## src/rtl/vector_sequencer.sv

```systemverilog
// vector_sequencer: replays stored stimulus vectors to a combinational DUT and
// compacts the responses into a MISR signature.
module vector_sequencer #(
    parameter int VEC_WIDTH = 33,
    parameter int RESP_WIDTH = 25,
    parameter int DEPTH = 7,
    parameter logic [RESP_WIDTH-1:0] POLY = RESP_WIDTH'(9),
    localparam int AW = (DEPTH > 1) ? $clog2(DEPTH) : 1
) (
    input  logic                  clk,
    input  logic                  rst_n,
    input  logic                  wr_en,
    input  logic [AW-1:0]         wr_addr,
    input  logic [VEC_WIDTH-1:0]  wr_data,
    input  logic                  start,
    input  logic                  stop,
    input  logic [AW:0]           vec_len,
    input  logic [15:0]           num_loops,
    output logic [VEC_WIDTH-1:0]  vec_out,
    output logic                  vec_valid,
    input  logic [RESP_WIDTH-1:0] resp_in,
    output logic [RESP_WIDTH-1:0] signature,
    output logic [31:0]           vec_count,
    output logic                  busy,
    output logic                  done,
    output logic                  aborted
);
    localparam logic [AW:0] LEN_MAX = (AW+1)'(DEPTH);
    typedef enum logic [1:0] {IDLE, RUN, DONE} state_t;
    state_t state_q, state_d;
    logic [VEC_WIDTH-1:0] mem [DEPTH];
    logic [VEC_WIDTH-1:0] last_vec_q;
    logic [AW-1:0] idx_q;
    logic [AW:0] len_q;
    logic [15:0] loops_q, loop_q;
    logic [RESP_WIDTH-1:0] sig_q;
    logic [31:0] cnt_q;
    logic aborted_q, run, wrap, last_pass;
    assign run = state_q == RUN;
    assign wrap = {1'b0, idx_q} == len_q - (AW+1)'(1);
    // num_loops of zero never reaches a last pass, so only stop ends the run
    assign last_pass = loops_q != '0 && loop_q == loops_q - 16'd1;
    always_ff @(posedge clk or negedge rst_n) begin
        if (!rst_n) state_q <= IDLE;
        else state_q <= state_d;
    end
    always_comb begin
        state_d = state_q == IDLE ? (start ? RUN : IDLE) :
                  state_q == RUN  ? ((stop || (wrap && last_pass)) ? DONE : RUN) : IDLE;
    end
    always_comb begin
        vec_valid = run;
        busy      = run;
        done      = state_q == DONE;
        vec_out   = run ? mem[idx_q] : last_vec_q;
        signature = sig_q;
        vec_count = cnt_q;
        aborted   = aborted_q;
    end
    always_ff @(posedge clk or negedge rst_n) begin
        if (!rst_n) begin
            last_vec_q <= '0;
            idx_q      <= '0;
            len_q      <= '0;
            loops_q    <= '0;
            loop_q     <= '0;
            sig_q      <= '0;
            cnt_q      <= '0;
            aborted_q  <= 1'b0;
        end else if (state_q == IDLE && start) begin
            len_q     <= (vec_len == '0 || vec_len > LEN_MAX) ? LEN_MAX : vec_len;
            loops_q   <= num_loops;
            idx_q     <= '0;
            loop_q    <= '0;
            sig_q     <= '0;
            cnt_q     <= '0;
            aborted_q <= 1'b0;
        end else if (run) begin
            last_vec_q <= mem[idx_q];
            sig_q      <= (sig_q << 1) ^ resp_in ^ (sig_q[RESP_WIDTH-1] ? POLY : '0);
            cnt_q      <= (cnt_q == '1) ? cnt_q : cnt_q + 32'd1;
            idx_q      <= wrap ? '0 : idx_q + AW'(1);
            loop_q     <= wrap ? loop_q + 16'd1 : loop_q;
            if (stop) aborted_q <= 1'b1;
        end
    end
    // Stimulus memory is deliberately left out of reset so a reset keeps the loaded pattern
    always_ff @(posedge clk) begin
        if (wr_en && !run && 32'(wr_addr) < DEPTH) mem[wr_addr] <= wr_data;
    end
endmodule

```

## config.mk

```make
export PLATFORM = sky130hd
export DESIGN_NAME = vector_sequencer
export DESIGN_NICKNAME = d
export VERILOG_FILES = /design/src/rtl/vector_sequencer.sv
export SDC_FILE = /design/constraint.sdc
export NUM_CORES = 1
export LEC_CHECK = 0
export ABC_AREA = 1
export BUFFER_PORTS_ARGS = -buffer_cell sky130_fd_sc_hd__buf_2
export CAP_MARGIN = 10
export CORE_MARGIN = 2
export CORE_UTILIZATION = 45
export CTS_CLUSTER_DIAMETER = 100
export DETAILED_ROUTE_END_ITERATION = 7
export SLEW_MARGIN = 20
export SYNTH_ARGS = -nofsm -noshare
export SYNTH_HDL_FRONTEND = slang
export SYNTH_SLANG_ARGS = --single-unit
```

## constraint.sdc

```tcl
create_clock -name clk -period 4.2 [get_ports clk]
set_input_delay 0.21 -clock clk [delete_from_list [all_inputs] [get_ports clk]]
set_output_delay 0.21 -clock clk [all_outputs]
set_load 0.01 [all_outputs]
```

==> results.md <==
- Largest net degree at the start of global routing: 102
- Fin crit share: 68.39%
- LEAKAGE: 7.642 nW
- Final cell count without fillers: 2293
- Final Util: 55.02%
- Mapped Avg Cell Area: 10.33 µm²
- CP Max Fanout: 52
- Clock buffer depth: 3
- H-tree depth: 2
- Starting Density: 45.55%
- Yosys reg bits: 363
- Power density over cell area: 602.0 nW/µm²
- DR iter-0 viols: 826
- Number of synthesized flops with an enable pin: 231
- Via count: 12260
- Layout Nets: 1891
- Reg clk slew, reported paths: 0.06 ns
- CP required: 3.99 ns
- Port bufs: 179
- VDD IR max: 0.3776 mV
- Cell count after synthesis: 1561
- Fin Clk Skew: 0.01095 ns
- Final Instance Area: 19480 µm²
- Post-synth cell types: 40
- Worst setup SP type: register
- RSZ-0062 raised after global routing: false
- Final hold vios: 0
- Grt ovf: 0
- Final ANT Viol Nets: 0
- RePlAce Congestion: 0.8804
- Die X-Extent: 193.3 µm
- Dpl cell area: 17510 µm²
- Leading cell types by count after synthesis: nand2_1 (312), edfxtp_1 (231), nor2_1 (198)
- Routed wire length per instance: 17.36 µm
- Root Buffer: clkbuf_16
- Asr flop ratio synth: 36.36%
- Layout cell share with drive strength beyond 1: 16.61%
- Sequential share of the synthesized area: 63.52%
- Share of Yosys cell area claimed by the top area cell type: 43.03%
- Top cell type by total area after synthesis: edfxtp_1
- Synthesized area: 16120 µm²
- Most used DFF post-synth: edfxtp_1
- Initial antenna violation count: 2
- Setup TNS Final: 0 ns
- Post-layout minimum cycle time: 2.873 ns
- Post-route DRC: 0
- First-pass GRT wire length: 64250 µm
- Drt first pass iters: 5
- Post-CTS setup buffer count: 0
- Vias per std cell: 5.346
- Crit Path Category: reg2out
- Die area: 37360 µm²
- Height of the die: 193.3 µm
- Synth Net Count: 1652
- Drt total wl: 39800 µm
- P&R area growth vs syn: 20.81%
- Status: completed
- Worst EP arrival: 2.66 ns
- DP HPWL: 25000 µm
- Worst hold path class: in2reg
- Max-cap violations: 0
- Cell with the most instances after synthesis: nand2_1
- Io pins: 180
- CP endpoint kind: primary output
- GRT Resource Usage Total: 21.27%
- CTS tree: done
- Fmax: 348.1 MHz
- Post-cts resize count: 0
- Worst Tran Pin Value: 0.9753 ns
- Rows: 69
- CTS Buf Count: 39
- Setup violators final: 0
- Vias in the first global route: 11860
- Dpl cells: 2144
- Core Box Area: 35400 µm²
- Slew Viols, Final: 0
- Slew HR: 34.82%
- Largest cells by area after synthesis: edfxtp_1 (43%), dfrtp_1 (20%), nand2_1 (7.3%)
- Worst-Skew Late Latency: 0.54 ns
- Clk sinks: 363
- Hold Buf Count CTS: 75
- Yosys warns: 0
[where the power goes]
group / leakage, nW / switching [W] / internal, W / total, W
Sequential: 3.77 / 0.000312 / 0.00428 / 0.00459
Clock: 0.587 / 0.00139 / 0.00182 / 0.00322
Combinational: 3.28 / 0.00257 / 0.00135 / 0.00392
Total: 7.64 / 0.00428 / 0.00745 / 0.0117
[sequential cells by signal, indices dropped and copies added (netlist names)]
signal,cells
len_q,4
signature,25
idx_q,3
loop_q,16
loops_q,16
last_vec_q,33
state_q,2
aborted,1
vec_count,32
mem,231
[area by class of cell]
class | count | area [µm²]
fillers | 3093 | 15920
flip-flops and latches | 363 | 10240
multi-input cells | 1041 | 5304
repair buffers | 278 | 1871
clock buffers | 50 | 1037
well taps | 461 | 576.8
inverters | 77 | 290.3
clock inverters | 21 | 151.4
diodes | 2 | 5.005
[cells in the final DEF (no fill, tap or decap), types with 9 or more instances in the layout]
cell type,n
xor2_1,11
clkbuf_1,9
a21oi_1,14
nand2_1,311
a31oi_1,68
o211ai_1,34
nor2_1,191
dlygate4sd3_1,75
inv_2,9
edfxtp_1,231
nor3_1,15
nand4_1,22
o21ai_0,119
nor2_4,10
buf_4,21
clkbuf_16,39
dfrtp_1,131
nand3_1,95
inv_1,66
clkinv_1,11
buf_2,178
o22ai_1,33
o31ai_1,26
xnor2_1,34
[kinds of logic after synthesis]
kind of cell,Yosys count,share of synthesized area (%)
AO/OA/AOI/OAI,311,11.63
adder cells (fa/ha/maj),5,0.3880
flip-flops,363,63.52
XOR/XNOR,45,2.445
buffers and inverters,157,3.958
AND/OR/NAND/NOR,680,18.07
[worst max-delay path, cell delays in order, from the launching register on]
cell and delay (ns):
dfrtp_2 0.36, buf_4 0.46, buf_12 0.33, o21ai_0 0.13
o22ai_1 0.18, nand2_1 0.08, a31oi_1 0.36, buf_2 0.22
[worst paths after layout]
path                        startpoint            end  slack (ns)  cells past startpoint
max in group asynchronous        rst_n     loop_q[15]        2.92                      3
min                        resp_in[11]  signature[11]        0.03                      3
min reg2reg                   len_q[3]       len_q[3]        0.53                      2
max reg2reg                 state_q[1]   vec_count[2]        1.59                      8
min in group asynchronous        rst_n  vec_count[15]        0.28                      2
max                           idx_q[0]    vec_out[31]        1.33                      7
[metal layers]
metal	part of all wire, %	wire length, µm	GRT usage, %
met5	0	0	0
met4	1.8	718	5.174
met3	4.8	1920	3.400
met2	48	19110	35.89
met1	45	18050	28.92
[through the flow]
step / total power [W] / hold slack (ns) / setup slack (ns)
final: 0.01173 / 0.03223 / 1.327
after global routing: 0.01251 / 0.02711 / 1.142
after CTS: 0.01183 / 0.003702 / 1.187
after detailed placement: 0.008541 / 0.2953 / 1.505
after global placement: 0.008469 / 0.2968 / 1.559
after floorplan: 0.007243 / -0.08559 / 0.5148
(Power assumes the default switching activity.)
